**src/rtl/uart_rx_os.sv**
```systemverilog
// uart_rx_os: oversampling UART receiver with mid-bit sampling, false-start rejection and framing check.
// Define UART_RX_PARITY_EN to add a parity bit between data and stop bits and report parity_err.
module uart_rx_os #(
    parameter int DATA_BITS  = 8,
    parameter int OVERSAMPLE = 16,
    parameter int STOP_BITS  = 1,
    parameter int PARITY_ODD = 0
) (
    input  logic                 clk,
    input  logic                 rst,
    input  logic                 baud_tick,
    input  logic                 rx,
    output logic [DATA_BITS-1:0] data,
    output logic                 valid,
    output logic                 frame_err,
    output logic                 parity_err
);
    localparam int TW = $clog2(OVERSAMPLE);
    localparam int BW = $clog2(DATA_BITS + 1);
    localparam logic [TW-1:0] T_MID  = TW'(OVERSAMPLE / 2 - 1);
    localparam logic [TW-1:0] T_END  = TW'(OVERSAMPLE - 1);
    localparam logic [BW-1:0] B_LAST = BW'(DATA_BITS - 1);
    localparam logic [BW-1:0] S_LAST = BW'(STOP_BITS - 1);
    localparam logic [2:0] IDLE   = 3'd0;
    localparam logic [2:0] START  = 3'd1;
    localparam logic [2:0] DATA   = 3'd2;
    localparam logic [2:0] PARITY = 3'd3;
    localparam logic [2:0] STOP   = 3'd4;

    logic                 rx_meta, rxs;
    logic [2:0]           state;
    logic [TW-1:0]        tick_cnt;
    logic [BW-1:0]        bit_cnt;
    logic [DATA_BITS-1:0] shreg;
    logic                 ferr, perr, perr_out, armed;
    logic                 at_end;

    assign at_end = tick_cnt == T_END;

    always_ff @(posedge clk or posedge rst) begin
        if (rst) begin
            rx_meta <= 1'b1;
            rxs     <= 1'b1;
        end else begin
            rx_meta <= rx;
            rxs     <= rx_meta;
        end
    end

`ifdef UART_RX_PARITY_EN
    localparam logic [2:0] AFTER_DATA = PARITY;
    assign parity_err = perr_out;
`else
    localparam logic [2:0] AFTER_DATA = STOP;
    assign parity_err = 1'b0;
`endif

    // armed requires rxs to be seen high in IDLE, so a held-low break cannot retrigger START
    always_ff @(posedge clk or posedge rst) begin
        if (rst) begin
            state     <= IDLE;
            tick_cnt  <= '0;
            bit_cnt   <= '0;
            shreg     <= '0;
            data      <= '0;
            valid     <= 1'b0;
            frame_err <= 1'b0;
            perr_out  <= 1'b0;
            ferr      <= 1'b0;
            perr      <= 1'b0;
            armed     <= 1'b1;
        end else begin
            valid     <= 1'b0;
            frame_err <= 1'b0;
            perr_out  <= 1'b0;
            if (baud_tick) begin
                case (state)
                    IDLE: begin
                        tick_cnt <= '0;
                        if (rxs) armed <= 1'b1;
                        else if (armed) begin
                            armed <= 1'b0;
                            state <= START;
                        end
                    end
                    START: begin
                        if (tick_cnt == T_MID) begin
                            tick_cnt <= '0;
                            bit_cnt  <= '0;
                            ferr     <= 1'b0;
                            perr     <= 1'b0;
                            armed    <= rxs;
                            state    <= rxs ? IDLE : DATA;
                        end else tick_cnt <= tick_cnt + 1'b1;
                    end
                    DATA: begin
                        if (at_end) begin
                            tick_cnt <= '0;
                            shreg    <= {rxs, shreg[DATA_BITS-1:1]};
                            bit_cnt  <= bit_cnt == B_LAST ? '0 : bit_cnt + 1'b1;
                            if (bit_cnt == B_LAST) state <= AFTER_DATA;
                        end else tick_cnt <= tick_cnt + 1'b1;
                    end
                    PARITY: begin
                        if (at_end) begin
                            tick_cnt <= '0;
                            perr     <= ^shreg ^ rxs ^ (PARITY_ODD != 0);
                            state    <= STOP;
                        end else tick_cnt <= tick_cnt + 1'b1;
                    end
                    STOP: begin
                        if (at_end) begin
                            tick_cnt <= '0;
                            bit_cnt  <= bit_cnt + 1'b1;
                            if (!rxs) ferr <= 1'b1;
                            if (bit_cnt == S_LAST) begin
                                data      <= shreg;
                                valid     <= 1'b1;
                                frame_err <= ferr | !rxs;
                                perr_out  <= perr;
                                armed     <= rxs;
                                bit_cnt   <= '0;
                                state     <= IDLE;
                            end
                        end else tick_cnt <= tick_cnt + 1'b1;
                    end
                    default: state <= IDLE;
                endcase
            end
        end
    end
endmodule
```
**config.mk**
```make
export PLATFORM = sky130hd
export DESIGN_NAME = uart_rx_os
export DESIGN_NICKNAME = d
export VERILOG_FILES = /design/src/rtl/uart_rx_os.sv
export SDC_FILE = /design/constraint.sdc
export NUM_CORES = 1
export LEC_CHECK = 0
export ABC_AREA = 1
export ABC_CLOCK_PERIOD_IN_PS = 1700
export BUFFER_PORTS_ARGS = -buffer_cell sky130_fd_sc_hd__buf_4
export CAP_MARGIN = 30
export CORE_MARGIN = 2
export CORE_UTILIZATION = 40
export DETAILED_ROUTE_END_ITERATION = 6
export RECOVER_POWER = 25
export SKIP_LAST_GASP = 1
export SLEW_MARGIN = 20
export SYNTH_ARGS = -nofsm -noshare
export SYNTH_HDL_FRONTEND = slang
export SYNTH_SLANG_ARGS = --single-unit
```
**constraint.sdc**
```tcl
create_clock -name clk -period 1.7 [get_ports clk]
set_input_delay 0.085 -clock clk [delete_from_list [all_inputs] [get_ports clk]]
set_output_delay 0.085 -clock clk [all_outputs]
set_load 0.03 [all_outputs]
```
==> impl_metrics.py <==
metrics = {
    "grt": {
        "grt-ovfl-total": 0,
        "grt_antenna_before_repair": 0,
        "grt_max_degree": 34,
        "grt_util_all_layers": 0.152,
        "grt_pass1_wl_mm": 5.19,
        "grt_pass1_vias": 1168,
    },
    "detailed_routing": {
        "wl_per_cell_um": 11.1,
        "ant_nets": 0,
        "vias_per_cell": 4.61,
        "drt_iter0_markers": 71,
        "via_count": 1286,
        "firstDrtPassIters": 4,
        "drc": 0,
        "drt-total-wl_mm": 3.10,
    },
    "yosys": {
        "synth-seq-cells": 33,
        "ys_seq_area_frac": 0.492,
        "synthAdderAreaFrac": 0.0223,
        "synthXorXnorAreaFrac": 0.00519,
        "synth.area.mux_share": 0.00593,
        "synth_area_per_cell_sq_um": 8.15,
        "synth.net_count": 214,
        "synth_compound_area_frac": 0.0831,
        "synth_edf_count": 0,
        "netlist_top_cells_area": "dfrtp_1 (45%), nand2_1 (15%), inv_1 (6.0%)",
        "synth_common_cells": "nand2_1 (69), dfrtp_1 (30), inv_1 (27)",
        "synthCells": 207,
        "post-synth-top-count-cell": "nand2_1",
        "synth_warnings": 0,
        "ys.flop_type": "dfrtp_1",
        "synth_async_sr_flop_share": 1.00,
        "synth_top_family_by_area": "simple AND/OR/NAND/NOR gates",
        "synth_top_area_frac": 0.445,
        "ys_types": 25,
        "yosys.area.top_type": "dfrtp_1",
        "synth-simple-area-share": 0.309,
        "netlist_area_sq_mm": 0.00169,
    },
    "cts": {
        "cts.clk_slew.worst_paths_ns": 0.07,
        "cts_inserted_buffers": 5,
        "clock_sinks": 33,
        "cts_tree": "done",
        "cts_root_buf": "clkbuf_8",
        "cts_max_level": 2,
        "postCtsSetupBuffers": 0,
        "clk_latency_ns": 0.28,
        "clock_path_buffers": 2,
    },
    "final_layout": {
        "utilization": 0.492,
        "diodes": 0,
        "drive_gt1_frac": 0.218,
        "final_cell_area_sq_mm": 0.00198,
        "nets": 235,
        "layout.cells.non_filler": 279,
        "area_delta_synth_final_pct": 17.4,
    },
    "timing": {
        "period_needed_ns": 1.50,
        "holdWs_ns": 0.192,
        "hold_viol_final": 0,
        "worst_slack_ns": 0.202,
        "slew_violations": 0,
        "setup-tns-final_ns": 0,
        "max_slew_margin": 0.448,
        "fin_crit_sh": 0.881,
        "fmax_mhz": 668,
        "worst_slew_pin_slew_ns": 0.828,
        "finalClockSkew_ns": 0.00353,
        "rsz0062_at_grt": "false",
        "setup_viol": 0,
    },
    "pwr": {
        "power_frac_seq": 0.409,
        "max-vdd-ir-drop_mv": 0.485,
        "p_leak_nw": 1.03,
        "internal-power_mw": 1.53,
        "swShare": 0.329,
        "pwr-share-clk": 0.333,
        "p_total_mw": 2.27,
        "power.density_mw_per_mm2": 1150,
        "power.share.combinational": 0.259,
        "switchingPower_uw": 749,
    },
    "placement": {
        "numPortBuffers": 13,
        "dp_hpwl_mm": 2.24,
        "dpl_worst_slack_ns": 0.189,
        "gp_congestion": 0.858,
        "dpl.cell_count": 269,
        "placed_area_sq_mm": 0.00184,
    },
    "setup_path": {
        "critPathSlowestCell": "dfrtp_1",
        "slowest_delay_ns": 0.42,
        "worstPathRequired_ns": 1.92,
        "path_max_fanout": 5,
        "worstSetupPathType": "flip-flop to flip-flop",
        "cp-end-kind": "flip-flop",
        "cp_data_arrival_time_ns": 1.72,
        "cp-start-kind": "flip-flop",
        "cp_cell_sequence": "ha_2, nand3_2, nand3_1, nand3_2, nor2_2, nand2_1, nand2_1",
    },
    "floorplanning": {
        "die_area_sq_mm": 0.00475,
        "io_pins": 15,
        "die_h_um": 68.9,
        "row_count": 23,
        "initial_utilization": 0.419,
        "core_region_area_sq_mm": 0.00403,
        "die_x_um": 68.9,
    },
    "flow_run": {
        "drv_cap": 0,
    },
    "outcome": {
        "status": "finished, final reports clean",
    },
    "worst_hold_path": {
        "min_path_type": "input pin to flip-flop",
    },
}
-- repair_timing --
item                                   in CTS  in global routing
endpoints found under the hold margin      31                  0
resized for setup                           0                  1
hold buffers                                2                  0
setup endpoints to repair                   0                  1
-- layer usage --
metal  global-route usage  part of all wire  up-vias  wire [um]
met5                    0                 0        -          0
met4               0.0588            0.0068        0         21
met3               0.0601             0.038        2        119
met2                0.225              0.45       15       1410
met1                0.198              0.50      582       1550
li1                     -                 -      687          -
-- path summary, 6_finish.rpt --
| check | slack (ns) | start | cells past startpoint | endpoint |
|---|---|---|---|---|
| setup / recovery | 0.20 | tick_cnt[0]$_DFFE_PP0P_ | 7 | bit_cnt[0]$_DFFE_PP0P_ |
| hold / removal | 0.19 | baud_tick | 4 | tick_cnt[1]$_DFFE_PP0P_ |
| setup reg to reg | 0.20 | tick_cnt[0]$_DFFE_PP0P_ | 7 | bit_cnt[0]$_DFFE_PP0P_ |
| hold reg to reg | 0.36 | rx_meta$_DFF_PP1_ | 0 | rxs$_DFF_PP1_ |
| max in group asynchronous | 0.58 | rst | 4 | shreg[5]$_DFFE_PP0P_ |
| min in group asynchronous | 0.60 | rst | 4 | valid$_DFF_PP0_ |
-- cells by family after synthesis --
logic type / after synthesis
AO/OA/AOI/OAI: 21
XOR/XNOR: 1
adder cells (fa/ha/maj): 3
buffers and inverters: 31
flip-flops: 33
multiplexers: 1
other: 1
AND/OR/NAND/NOR: 116
-- cells in the final DEF, fill, tap and decap left out, drive strengths merged --
master,n
dlygate4sd3,2
a21oi,1
buf,12
a21boi,2
dfstp,3
nand3,19
o21ai,17
nand4,2
bufinv,1
dfrtp,30
mux2i,1
inv,28
xor2,1
nor2,19
ha,3
nand2,76
clkbuf,10
a22o,1
conb,1
-- power groups by stage --
stage	Combinational, mW	Sequential (mW)	Clock (mW)
after floorplan	0.479	0.926	0
after global placement	0.589	0.940	0
after detailed placement	0.588	0.941	0
after CTS	0.594	0.927	0.777
after global routing	0.681	0.939	0.804
final	0.588	0.929	0.757
-- registers in the layout, summed over array words and instances, names as in the netlist --
signal,cells
armed,1
rxs,1
tick_cnt,4
frame_err,1
bit_cnt,4
data,8
state,3
ferr,1
valid,1
shreg,8
rx_meta,1
-- layout make-up --
cell class | count | area [sq um]
clock buffers | 7 | 86.3
well taps | 50 | 62.6
inverters | 28 | 105
repair buffers | 17 | 143
clock inverters | 1 | 30.0
fillers | 404 | 2050
flip-flops and latches | 33 | 830
multi-input cells | 143 | 724
-- worst max-delay path, delay by kind of cell, from the launching register on --
kind / cells / cell delay, ns
simple gates: 6 / 0.80
flops: 1 / 0.42
fa+ha+maj: 1 / 0.24
Note: power is estimated with default switching activity, not from simulation.
